==> src/rtl/alu_ctrl_seq.sv <==
// Registered ALU control decoder with a valid/ready sequencer.
// MUL/DIV hold the issuing stage for a fixed number of cycles.
module alu_ctrl_seq #(
    parameter int FUNCT_W    = 6,
    parameter int CTRL_W     = 4,
    parameter int MUL_CYCLES = 4,
    parameter int DIV_CYCLES = 8
) (
    input  logic               clk,
    input  logic               rst,
    input  logic               valid_in,
    output logic               ready,
    input  logic [1:0]         ALUOp,
    input  logic [FUNCT_W-1:0] funct,
    output logic [CTRL_W-1:0]  ALUctrl,
    output logic               valid_out,
    output logic               busy,
    output logic               illegal
);

    localparam int MAX_CYC = (MUL_CYCLES > DIV_CYCLES) ? MUL_CYCLES : DIV_CYCLES;
    localparam int CNT_W   = $clog2(MAX_CYC + 1);

    localparam logic [CTRL_W-1:0] C_ADD = CTRL_W'(0);
    localparam logic [CTRL_W-1:0] C_SUB = CTRL_W'(1);
    localparam logic [CTRL_W-1:0] C_AND = CTRL_W'(2);
    localparam logic [CTRL_W-1:0] C_OR  = CTRL_W'(3);
    localparam logic [CTRL_W-1:0] C_XOR = CTRL_W'(4);
    localparam logic [CTRL_W-1:0] C_SLT = CTRL_W'(5);
    localparam logic [CTRL_W-1:0] C_SLL = CTRL_W'(6);
    localparam logic [CTRL_W-1:0] C_SRL = CTRL_W'(7);
    localparam logic [CTRL_W-1:0] C_MUL = CTRL_W'(8);
    localparam logic [CTRL_W-1:0] C_DIV = CTRL_W'(9);

    typedef enum logic {
        IDLE,
        MULTI
    } state_t;

    state_t             state, state_nxt;
    logic [CNT_W-1:0]   cnt, cnt_nxt;
    logic [CTRL_W-1:0]  ctrl_nxt;
    logic               ill_nxt;
    logic               vout_nxt;

    logic [CTRL_W-1:0]  dec_code;
    logic               dec_ill;
    logic               dec_multi;
    logic [CNT_W-1:0]   dec_cnt;

    always_comb begin
        dec_code  = C_ADD;
        dec_ill   = 1'b0;
        dec_multi = 1'b0;
        dec_cnt   = '0;
        case (ALUOp)
            2'b00: dec_code = C_ADD;
            2'b01: dec_code = C_SUB;
            2'b11: dec_code = C_XOR;
            default: begin
                if (funct == FUNCT_W'(6'b100000)) begin
                    dec_code = C_ADD;
                end else if (funct == FUNCT_W'(6'b100010)) begin
                    dec_code = C_SUB;
                end else if (funct == FUNCT_W'(6'b100100)) begin
                    dec_code = C_AND;
                end else if (funct == FUNCT_W'(6'b100101)) begin
                    dec_code = C_OR;
                end else if (funct == FUNCT_W'(6'b100110)) begin
                    dec_code = C_XOR;
                end else if (funct == FUNCT_W'(6'b101010)) begin
                    dec_code = C_SLT;
                end else if (funct == FUNCT_W'(6'b000000)) begin
                    dec_code = C_SLL;
                end else if (funct == FUNCT_W'(6'b000010)) begin
                    dec_code = C_SRL;
                end else if (funct == FUNCT_W'(6'b011000)) begin
                    dec_code  = C_MUL;
                    dec_multi = 1'b1;
                    dec_cnt   = CNT_W'(MUL_CYCLES - 1);
                end else if (funct == FUNCT_W'(6'b011010)) begin
                    dec_code  = C_DIV;
                    dec_multi = 1'b1;
                    dec_cnt   = CNT_W'(DIV_CYCLES - 1);
                end else begin
                    dec_code = C_ADD;
                    dec_ill  = 1'b1;
                end
            end
        endcase
    end

    assign ready = (state == IDLE);
    assign busy  = (state == MULTI);

    always_comb begin
        state_nxt = state;
        cnt_nxt   = cnt;
        ctrl_nxt  = ALUctrl;
        ill_nxt   = illegal;
        vout_nxt  = 1'b0;
        case (state)
            IDLE: begin
                if (valid_in) begin
                    ctrl_nxt = dec_code;
                    ill_nxt  = dec_ill;
                    if (dec_multi) begin
                        state_nxt = MULTI;
                        cnt_nxt   = dec_cnt;
                    end else begin
                        vout_nxt = 1'b1;
                    end
                end
            end
            MULTI: begin
                // Last count: completion coincides with ready returning high
                if (cnt == CNT_W'(1)) begin
                    state_nxt = IDLE;
                    cnt_nxt   = '0;
                    vout_nxt  = 1'b1;
                end else begin
                    cnt_nxt = cnt - CNT_W'(1);
                end
            end
            default: begin
                state_nxt = IDLE;
                cnt_nxt   = '0;
            end
        endcase
    end

    always_ff @(posedge clk) begin
        if (rst) begin
            state     <= IDLE;
            cnt       <= '0;
            ALUctrl   <= '0;
            illegal   <= 1'b0;
            valid_out <= 1'b0;
        end else begin
            state     <= state_nxt;
            cnt       <= cnt_nxt;
            ALUctrl   <= ctrl_nxt;
            illegal   <= ill_nxt;
            valid_out <= vout_nxt;
        end
    end

endmodule

==> config.mk <==
export PLATFORM = sky130hd
export DESIGN_NAME = alu_ctrl_seq
export DESIGN_NICKNAME = d
export VERILOG_FILES = /design/src/rtl/alu_ctrl_seq.sv
export SDC_FILE = /design/constraint.sdc
export NUM_CORES = 1
export LEC_CHECK = 0
export BUFFER_PORTS_ARGS = -buffer_cell sky130_fd_sc_hd__clkbuf_2
export CORE_MARGIN = 2
export CORE_UTILIZATION = 40
export DETAILED_ROUTE_END_ITERATION = 12
export MAX_ROUTING_LAYER = met4
export PLACE_DENSITY = 0.66
export REMOVE_ABC_BUFFERS = 1
export SLEW_MARGIN = 5
export SYNTH_ARGS = -nofsm -noshare
export SYNTH_HDL_FRONTEND = slang
export SYNTH_SLANG_ARGS = --single-unit
export TNS_END_PERCENT = 20
==> constraint.sdc <==
create_clock -name clk -period 1.64 [get_ports clk]
set_clock_uncertainty 0.1 [all_clocks]
set_input_delay 0.164 -clock clk [delete_from_list [all_inputs] [get_ports clk]]
set_output_delay 0.164 -clock clk [all_outputs]
set_load 0.02 [all_outputs]
==> run_results.csv, run 1 <==
group,metric,value,unit
status,outcome,"complete, no violations",
worst_setup_path,cell_family_with_the_largest_share_of_critical_path_delay,"simple AND/OR/NAND/NOR gates",
synthesis,ys.warnings.count,0,
worst_setup_path,crit_buf_inv,0,
sta,setup_tns,0,ns
worst_setup_path,worst-path-stages,4,
detailed_routing,number_of_detailed_routing_iterations_run_before_antenna_repair,4,
synthesis,synthDistinctLibCells,37,
sta,worst_pin_slew,0.3566,ns
clocking,cts_hold_buf,0,
clocking,numClockSinks,11,
worst_setup_path,timing.critical_path.slowest_stage_cell,"sky130_fd_sc_hd__dfxtp_1",
grt,global_route.overflow_total,0,
detailed_routing,final_antenna_net_count,0,
sta,finalSetupViolations,0,
grt,grt_antenna_before_repair,0,
worst_setup_path,r2r_end,"ALUctrl[0]",
worst_setup_path,reg2regPathDepth,4,
job,timing.max_cap.violations,0,
detailed_routing,via_per_inst,5.831,
place,hpwlAfterDp,1.157,mm
synthesis,sequential_cell_area_fraction_in_the_yosys_report,30.99,%
place,dp_worst_setup_slack,0.2179,ns
cells_and_area,layout.nets,115,
worst_setup_path,path_cells,"nand2b_1 -> a311oi_1 -> o21ai_1 -> nor4b_2",
sta,relative_max_transition_margin,76.17,%
synthesis,syn-mean-instance-area,8.667,um^2
clocking,cts_repair_resize_count,0,
floorplan,die_w,46.15,um
clocking,clock_insertion_delay_worst_skew,0.27,ns
synthesis,synthFlopType,"sky130_fd_sc_hd__dfxtp_1",
worst_hold_path,timing.hold.worst_endpoint,"ALUctrl[2]",
clocking,cts_setup_buffers,0,
worst_hold_path,worstHoldStart,"ALUOp[1]",
worst_setup_path,critPathKind,"reg2reg",
clocking,clk_root_buffer_cell,"sky130_fd_sc_hd__clkbuf_4",
detailed_routing,number_of_drc_markers_in_iteration_0,17,
worst_setup_path,cp_data_arrival_time,1.39,ns
worst_setup_path,reg2reg_slack,0.29,ns
floorplan,placeableCoreArea,1689,um^2
sta,slew_violations,0,
synthesis,post-synth-top-count-cell,"sky130_fd_sc_hd__dfxtp_1",
worst_hold_path,worst_hold_path_type,"in2reg",
grt,first_pass_grt_wire_length,2.511,mm
sta,unrepaired_setup_endpoints_after_global_routing,"false",
pwr,power.density,664.5,nW/um^2
worst_setup_path,cpPeakStageDelay,0.31,ns
floorplan,floorplan.initialDensity,42.07,%
worst_setup_path,startpoint_of_the_worst_slack_reg_to_reg_timing_path,"busy",
worst_setup_path,timing.critical_path.required,1.69,ns
worst_hold_path,whs_path_depth,3,
clocking,clk_path_buf_depth,2,
detailed_routing,finalWirelength,1.466,mm
clocking,htree_num_levels,1,
place,place_congestion,0.7819,
clocking,tritoncts_buffers,3,
place,post_dp_cell_area,804.5,um^2
synthesis,netlist.top_cell.by_area,"sky130_fd_sc_hd__dfxtp_1",
cells_and_area,post_route_cells_drive_above_1_share,29.70,%
cells_and_area,antenna-diode-count,0,
detailed_routing,wl_per_cell,12.42,um
pwr,irDropWorstVdd,0.4691,mV
worst_setup_path,timing.critical_path.from,"busy",
synthesis,syn-instance-count,82,
clocking,clk_transition_reported_paths,0.07,ns
cells_and_area,area.growth.synth_to_final,16.90,%
floorplan,die_footprint,2130,um^2
sta,minimum_period_implied_by_the_final_worst_setup_slack,1.345,ns
synthesis,synth_top_cell_area_share,30.99,%
floorplan,pin_count,19,
cells_and_area,fill_cells,169,
cells_and_area,stdcell_area,830.8,um^2
worst_setup_path,timing.critical_path.fanout_max,8,
synthesis,synth_enable_flop_cells,0,
synthesis,post_synth_most_frequent_cells,"sky130_fd_sc_hd__dfxtp_1 (11), sky130_fd_sc_hd__nor2_1 (9), sky130_fd_sc_hd__inv_1 (5)",
place,port_buffers,18,
pwr,leakage_dissipation,0.3079,nW
synthesis,async_flop_share,0,%
grt,largest_net_degree_at_the_start_of_global_routing,12,
synthesis,synth.top_cells.by_area,"sky130_fd_sc_hd__dfxtp_1 (31%), sky130_fd_sc_hd__nor2_1 (4.8%), sky130_fd_sc_hd__a41oi_4 (3.9%)",
sta,timing.final.crit_share,82.02,%
synthesis,ys_seq_elements,11,
sta,maxClockFrequency,0.7435,GHz
synthesis,post_synth_instance_area,710.7,um^2
floorplan,floorplan.die.height,46.15,um
detailed_routing,num_vias,688,
worst_setup_path,end_kind,"flip-flop",
sta,hold_violations,0,
worst_setup_path,worstSetupStartpointType,"flip-flop",
detailed_routing,drcViolationCount,0,
floorplan,std_cell_rows,15,
grt,first_global_vias,636,
clocking,cts_tree,"done",
grt,globalRouteTotalUtil,16.65,%
sta,setup_slack,0.2949,ns
-- worst max-delay path by stage --
stage / endpoint
after global routing: ALUctrl[0]
after CTS: ALUctrl[0]
final: ALUctrl[0]
after global placement: illegal
after floorplan: ALUctrl[0]
after detailed placement: illegal
-- registers in the layout (all words and copies together), names as in the netlist --
signal     flops
busy           1
cnt            4
valid_out      1
ALUctrl        4
illegal        1
-- logic make-up after synthesis --
| family | synth area share [%] |
|---|---|
| simple gates | 27.82 |
| compound gates | 30.11 |
| flops | 30.99 |
| buf+inv | 6.162 |
| fa+ha+maj | 3.521 |
| mux | 1.409 |
-- routing by layer --
layer  global-route usage [%]  part of all wire (%)  vias to the layer above
met1                    20.09                    45                      312
met3                    5.882                   6.4                        0
li1                         -                     -                      353
met2                    26.39                    49                       23
met5                        -                     0                        -
met4                    4.000                     0                        0
-- per-stage QoR --
step | util [%] | power, mW | hold WS (ns) | instances
5_1_grt | 49.19 | 0.5841 | 0.1105 | 118
3_3_place_gp | 47.63 | 0.3723 | 0.3404 | 114
4_1_cts | 49.19 | 0.5596 | 0.08951 | 118
2_1_floorplan | - | 0.3320 | 0.1264 | 78
3_5_place_dp | 47.63 | 0.3744 | 0.3433 | 114
6_report | 49.19 | 0.5521 | 0.09162 | 118
-- placed cells by master (no fill, tap or decap), types with 3 or more instances in the layout --
cell                       instances
sky130_fd_sc_hd__a31oi_1           4
sky130_fd_sc_hd__nor3_1            3
sky130_fd_sc_hd__clkbuf_2         18
sky130_fd_sc_hd__clkbuf_4          3
sky130_fd_sc_hd__nor2_1            9
sky130_fd_sc_hd__inv_1             5
sky130_fd_sc_hd__nor2b_1           3
sky130_fd_sc_hd__a21oi_1           4
sky130_fd_sc_hd__dfxtp_1          11
sky130_fd_sc_hd__nand2b_1          4
sky130_fd_sc_hd__nand2_1           3
-- worst register-to-register path, stage by stage (launching register included) --
cell	delay, ns
sky130_fd_sc_hd__dfxtp_1	0.31
sky130_fd_sc_hd__nand2b_1	0.27
sky130_fd_sc_hd__a311oi_1	0.29
sky130_fd_sc_hd__o21ai_1	0.10
sky130_fd_sc_hd__nor4b_2	0.16
-- final cells by class --
cell class / instances / area [um^2] / area share, %
flip-flops and latches: 11 / 220.2 / 26.51
inverters: 5 / 18.77 / 2.259
multi-input cells: 62 / 446.7 / 53.76
well taps: 17 / 21.27 / 2.560
clock buffers: 4 / 26.28 / 3.163
repair buffers: 19 / 97.59 / 11.75
-- power by group --
part / internal, mW / total, mW / switching, mW
logic: 0.0350 / 0.0932 / 0.0581
registers: 0.273 / 0.275 / 0.00248
clock network: 0.0942 / 0.184 / 0.0894
total: 0.402 / 0.552 / 0.150
(Power assumes the default switching activity.)
==> run 2, diff against run 1 <==
Settings changed: ABC_AREA set to 1, PLACE_DENSITY 0.66 to 0.69.
Clock period 1.64 ns to 1.2 ns, I/O delays scaled along.
==> run_results.csv, run 2 <==
group,metric,value,unit
synthesis,post_synth_most_frequent_cells,"sky130_fd_sc_hd__nand2_1 (25), sky130_fd_sc_hd__inv_1 (22), sky130_fd_sc_hd__nor2_1 (18), sky130_fd_sc_hd__a21oi_1 (13), sky130_fd_sc_hd__dfxtp_1 (11)",
cells_and_area,post_route_cells_drive_above_1_share,33.33,%
worst_setup_path,end_kind,"flip-flop",
grt,grt_antenna_before_repair,0,
cells_and_area,area.growth.synth_to_final,30.55,%
floorplan,placeableCoreArea,1727,um^2
detailed_routing,final_antenna_net_count,0,
worst_setup_path,reg2regPathDepth,8,
clocking,clock_insertion_delay_worst_skew,0.27,ns
pwr,irDropWorstVdd,0.5888,mV
floorplan,floorplan.die.height,46.82,um
synthesis,synth.top_cells.by_area,"sky130_fd_sc_hd__dfxtp_1 (30%), sky130_fd_sc_hd__nand2_1 (13%), sky130_fd_sc_hd__inv_1 (11%)",
detailed_routing,wl_per_cell,9.302,um
synthesis,syn-mean-instance-area,6.110,um^2
detailed_routing,via_per_inst,4.529,
detailed_routing,number_of_detailed_routing_iterations_run_before_antenna_repair,4,
job,timing.max_cap.violations,0,
clocking,htree_num_levels,1,
place,port_buffers,18,
synthesis,async_flop_share,0,%
place,post_dp_cell_area,884.6,um^2
detailed_routing,num_vias,779,
sta,hold_violations,0,
sta,relative_max_transition_margin,81.80,%
cells_and_area,final_common_cell,"sky130_fd_sc_hd__nand2_1",
sta,setup_slack,-0.03579,ns
clocking,numClockSinks,11,
floorplan,die_footprint,2192,um^2
worst_hold_path,worst_hold_path_type,"in2reg",
sta,minimum_period_implied_by_the_final_worst_setup_slack,1.236,ns
worst_setup_path,worstSetupStartpointType,"flip-flop",
clocking,clk_root_buffer_cell,"sky130_fd_sc_hd__clkbuf_4",
worst_setup_path,timing.critical_path.fanout_max,3,
synthesis,ys_seq_elements,11,
sta,worst_pin_slew,0.2720,ns
status,outcome,"complete, but fails checks",
synthesis,ys.warnings.count,0,
synthesis,post-synth-top-count-cell,"sky130_fd_sc_hd__nand2_1",
clocking,clk_transition_reported_paths,0.07,ns
grt,first_global_vias,701,
synthesis,post_synth_instance_area,733.2,um^2
clocking,clk_path_buf_depth,2,
sta,maxClockFrequency,0.8092,GHz
grt,global_route.overflow_total,0,
pwr,power.density,810.6,nW/um^2
cells_and_area,stdcell_area,957.2,um^2
grt,largest_net_degree_at_the_start_of_global_routing,9,
synthesis,synthDistinctLibCells,17,
place,place_congestion,0.7947,
status,violations,"setup timing",
floorplan,die_w,46.82,um
detailed_routing,finalWirelength,1.600,mm
cells_and_area,final_cell_mix,"sky130_fd_sc_hd__nand2_1 (24), sky130_fd_sc_hd__inv_1 (19), sky130_fd_sc_hd__nor2_1 (17), sky130_fd_sc_hd__clkbuf_2 (17), sky130_fd_sc_hd__a21oi_1 (13)",
synthesis,synth_enable_flop_cells,0,
clocking,cts_setup_buffers,0,
worst_setup_path,cp_data_arrival_time,1.31,ns
cells_and_area,antenna-diode-count,0,
worst_hold_path,whs_path_depth,3,
synthesis,synthFlopType,"sky130_fd_sc_hd__dfxtp_1",
sta,slew_violations,0,
synthesis,synth_top_cell_area_share,30.03,%
clocking,tritoncts_buffers,3,
synthesis,syn-instance-count,120,
cells_and_area,biggestRegsByFlops,"ALUctrl (4), cnt (4)",
cells_and_area,final_util,55.43,%
worst_setup_path,timing.critical_path.required,1.28,ns
grt,globalRouteTotalUtil,17.69,%
synthesis,netlist.top_cell.by_area,"sky130_fd_sc_hd__dfxtp_1",
detailed_routing,number_of_drc_markers_in_iteration_0,9,
sta,unrepaired_setup_endpoints_after_global_routing,"true",
detailed_routing,drcViolationCount,0,
worst_setup_path,critPathKind,"reg2reg",
floorplan,floorplan.initialDensity,42.46,%
floorplan,pin_count,19,
pwr,leakage_dissipation,0.5034,nW
cells_and_area,layout.nets,161,
floorplan,std_cell_rows,15,
synthesis,sequential_cell_area_fraction_in_the_yosys_report,30.03,%
grt,first_pass_grt_wire_length,2.670,mm
sta,finalSetupViolations,1,
clocking,cts_tree,"done",
place,hpwlAfterDp,1.259,mm
sta,timing.final.crit_share,103.0,%
-- run 2: cell types whose count changed after synthesis, moves of 4 or more --
cell / delta
sky130_fd_sc_hd__a31oi_1: -4
sky130_fd_sc_hd__nor2_2: +7
sky130_fd_sc_hd__o21ai_0: +4
sky130_fd_sc_hd__a21oi_1: +9
sky130_fd_sc_hd__nand2_1: +22
sky130_fd_sc_hd__nor2_1: +9
sky130_fd_sc_hd__inv_1: +17
sky130_fd_sc_hd__nand2b_1: -4
sky130_fd_sc_hd__nand3_1: +5
-- run 2: path summary, 6_finish.rpt --
check,to,start,slack [ns]
min,busy,valid_in,0.03
min reg2reg,ALUctrl[1],ALUctrl[1],0.37
max,cnt[2],cnt[0],-0.04
max reg2reg,cnt[2],cnt[0],-0.04
-- run 2: stage by stage --
stage / setup TNS [ns] / total power [mW] / instances / hold slack (ns) / setup WS, ns
6_report: -0.03579 / 0.7759 / 172 / 0.03387 / -0.03579
5_1_grt: -0.2565 / 0.8162 / 172 / 0.05295 / -0.1307
4_1_cts: -0.07465 / 0.7833 / 172 / 0.03480 / -0.07465
3_5_place_dp: -0.07144 / 0.5182 / 167 / 0.2789 / -0.07144
3_3_place_gp: -0.03326 / 0.5159 / 167 / 0.2792 / -0.03326
2_1_floorplan: -0.05077 / 0.4657 / 120 / 0.08907 / -0.05077
-- run 2: cells by family after synthesis --
group / after synthesis / share of synthesized area, %
xor gates and xnor gates: 1 / 1.195
buffers and inverters: 23 / 11.77
AOI/OAI and AO/OA: 21 / 14.68
and+or+nand+nor: 62 / 38.91
adders and majority gates: 2 / 3.412
DFF: 11 / 30.03
-- run 2: layer usage --
metal	vias up	global-route usage, %	routed length [um]
met1	329	23.19	818
met3	4	3.462	66
met2	15	26.03	687
met5	-	-	0
li1	431	-	-
met4	0	8.333	27
-- run 2: layout make-up --
class	instances	area, um^2
fill	179	769.5
tap	25	31.28
sequential	11	226.5
timing repair buffer	23	132.6
clock buffer	4	26.28
inverter	23	86.33
multi-input combinational	86	454.2
-- run 2: repair_timing --
action,4_1_cts,5_1_grt
gates resized for setup,3,13
pin swaps,0,3
hold endpoints to repair,4,0
endpoints found under the setup margin,4,5
hold buffers,1,0
-- run 2: where the power goes --
group | leakage, nW | total, mW | switching [mW] | internal [mW]
combinational | 0.397 | 0.136 | 0.0838 | 0.0523
sequential | 0.0913 | 0.377 | 0.00473 | 0.372
clock | 0.0150 | 0.263 | 0.134 | 0.129
total | 0.503 | 0.776 | 0.222 | 0.554
-- run 2: worst max-delay path, stage by stage, from the launching register on --
cell	delay [ns]
sky130_fd_sc_hd__dfxtp_2	0.35
sky130_fd_sc_hd__inv_2	0.05
sky130_fd_sc_hd__ha_4	0.16
sky130_fd_sc_hd__xnor2_2	0.14
sky130_fd_sc_hd__nor2_1	0.06
sky130_fd_sc_hd__a21oi_1	0.11
sky130_fd_sc_hd__nand2_1	0.07
sky130_fd_sc_hd__nand2_1	0.07
sky130_fd_sc_hd__nor2_2	0.03
==> run 3, diff against run 2 <==
Settings changed: CELL_PAD_IN_SITES_DETAIL_PLACEMENT set to 1, CELL_PAD_IN_SITES_GLOBAL_PLACEMENT set to 1, CORE_ASPECT_RATIO set to 1.75, CORE_UTILIZATION 40 to 31, PLACE_DENSITY 0.69 to 0.76.
==> run_results.csv, run 3 (synthesis gave the netlist of run 2 again) <==
group,metric,value,unit
clocking,clk_transition_reported_paths,0.06,ns
worst_setup_path,timing.critical_path.required,1.29,ns
sta,maxClockFrequency,0.7947,GHz
cells_and_area,area.growth.synth_to_final,39.93,%
clocking,clock_insertion_delay_worst_skew,0.25,ns
place,post_dp_cell_area,907.1,um^2
place,dp_worst_setup_slack,-0.1545,ns
cells_and_area,final_cells,176,
clocking,cts_tree,"done",
worst_hold_path,worst_hold_path_type,"in2reg",
grt,global_route.overflow_total,0,
job,timing.max_cap.violations,0,
sta,setup_tns,-0.06832,ns
worst_setup_path,path_cells,"buf_6 -> ha_4 -> nand2_2 -> nand2_2 -> nor2_2 -> a21oi_2 -> nand2_1 -> nand2_1 -> nor2_2",
grt,first_global_vias,909,
status,violations,"setup timing",
place,place_inst,170,
detailed_routing,final_antenna_net_count,0,
pwr,power.share.clock,43.0,%
floorplan,std_cell_rows,23,
place,hpwlAfterDp,1.822,mm
floorplan,floorplan.initialDensity,32.25,%
clocking,clk_path_buf_depth,2,
grt,largest_net_degree_at_the_start_of_global_routing,8,
place,port_buffers,18,
sta,timing.hold.ws,0.05928,ns
sta,worst_pin_slew,0.2624,ns
pwr,p_int,0.6667,mW
grt,globalRouteTotalUtil,20.68,%
worst_hold_path,worstHoldStart,"valid_in",
detailed_routing,number_of_detailed_routing_iterations_run_before_antenna_repair,2,
worst_setup_path,crit_buf_inv,1,
cells_and_area,fill_cells,323,
cells_and_area,final_cell_mix,"sky130_fd_sc_hd__nand2_1 (23), sky130_fd_sc_hd__inv_1 (20), sky130_fd_sc_hd__clkbuf_2 (18)",
cells_and_area,layout.nets,165,
pwr,irDropWorstVdd,0.7678,mV
sta,hold_violations,0,
worst_setup_path,timing.critical_path.fanout_max,3,
detailed_routing,wl_per_cell,13.47,um
pwr,p_sw,0.2666,mW
sta,relative_max_transition_margin,82.48,%
clocking,cts_hold_buf,0,
clocking,tritoncts_buffers,3,
sta,minimum_period_implied_by_the_final_worst_setup_slack,1.258,ns
sta,unrepaired_setup_endpoints_after_global_routing,"true",
worst_setup_path,cell_family_with_the_largest_share_of_critical_path_delay,"simple AND/OR/NAND/NOR gates",
cells_and_area,antenna-diode-count,0,
sta,slew_violations,0,
sta,finalSetupViolations,2,
grt,grt_antenna_before_repair,0,
detailed_routing,via_per_inst,4.864,
detailed_routing,number_of_drc_markers_in_iteration_0,17,
sta,timing.final.crit_share,104.9,%
pwr,leakage_dissipation,0.5388,nW
worst_setup_path,worstSetupStartpointType,"flip-flop",
detailed_routing,finalWirelength,2.370,mm
floorplan,die_footprint,2786,um^2
clocking,htree_num_levels,1,
clocking,clk_root_buffer_cell,"sky130_fd_sc_hd__clkbuf_8",
worst_setup_path,timing.critical_path.slowest_stage_cell,"sky130_fd_sc_hd__dfxtp_2",
pwr,seq_power_share,40.8,%
cells_and_area,final_util,45.13,%
worst_setup_path,cpPeakStageDelay,0.33,ns
cells_and_area,stdcell_area,1026,um^2
floorplan,placeableCoreArea,2273,um^2
cells_and_area,post_route_cells_drive_above_1_share,37.75,%
grt,first_pass_grt_wire_length,3.622,mm
worst_setup_path,cp_data_arrival_time,1.35,ns
pwr,total_design_power,0.9333,mW
clocking,numClockSinks,11,
sta,setup_slack,-0.05831,ns
floorplan,floorplan.die.height,68.34,um
place,place_congestion,0.7314,
pwr,share_of_power_burned_in_combinational_logic,16.2,%
floorplan,pin_count,19,
cells_and_area,final_common_cell,"sky130_fd_sc_hd__nand2_1",
worst_setup_path,timing.critical_path.from,"cnt[0]",
floorplan,die_w,40.77,um
worst_setup_path,critPathKind,"reg2reg",
status,outcome,"complete, but fails checks",
pwr,power.density,909.7,nW/um^2
detailed_routing,num_vias,856,
pwr,net_switching_share_of_the_total_power,28.56,%
detailed_routing,drcViolationCount,0,
worst_setup_path,end_kind,"flip-flop",
worst_setup_path,startpoint_of_the_worst_slack_reg_to_reg_timing_path,"cnt[0]",
cells_and_area,biggestRegsByFlops,"ALUctrl (4), cnt (4)",
run 3: changes by cell type in the layout (fill, tap and decap cells not counted), sizes merged:
cell         previous run  this run
buf                     5         9
dlygate4sd3             1         0
clkbuf                 21        22
run 3: repair_timing:
item                                    4_1_cts  5_1_grt
endpoints found under the setup margin        6        7
hold endpoints to repair                      0        0
pin swaps                                     5        6
buffers inserted                              1        1
resized for setup                            18        2
run 3: cell type report:
type | instances | area [um^2] | area share, %
Timing Repair Buffer | 27 | 161.4 | 15.73
Tap cell | 25 | 31.28 | 3.049
Inverter | 23 | 88.84 | 8.659
Multi-Input combinational cell | 86 | 475.5 | 46.34
Sequential cell | 11 | 224.0 | 21.83
Clock buffer | 4 | 45.04 | 4.390
run 3: layer usage:
metal  vias to the layer above  share of wire, %  global-route usage, %
met5                         -                 0                      -
met4                         0               2.9                  12.50
met3                         7               3.6                  2.922
met2                        19                61                  41.07
met1                       397                32                  15.00
li1                        433                 -                      -
run 3: worst paths after layout:
path                endpoint  slack [ns]  cells after the start
hold reg to reg   ALUctrl[1]        0.37                      2
setup reg to reg      cnt[2]       -0.06                      9
setup / recovery      cnt[2]       -0.06                      9
hold / removal          busy        0.06                      3
run 3: power groups by stage:
stage / Combinational, mW / Clock [mW] / Sequential (mW)
final: 0.151 / 0.401 / 0.381
after detailed placement: 0.146 / 0 / 0.388
after CTS: 0.152 / 0.398 / 0.381
after global routing: 0.167 / 0.422 / 0.382
after floorplan: 0.0674 / 0 / 0.398
after global placement: 0.140 / 0 / 0.388
run 3: tightest hold or removal path, delay by kind of cell:
family | cells | cell delay [ns]
buffers and inverters | 1 | 0.10
and+or+nand+nor | 1 | 0.09
AOI/OAI and AO/OA | 1 | 0.06
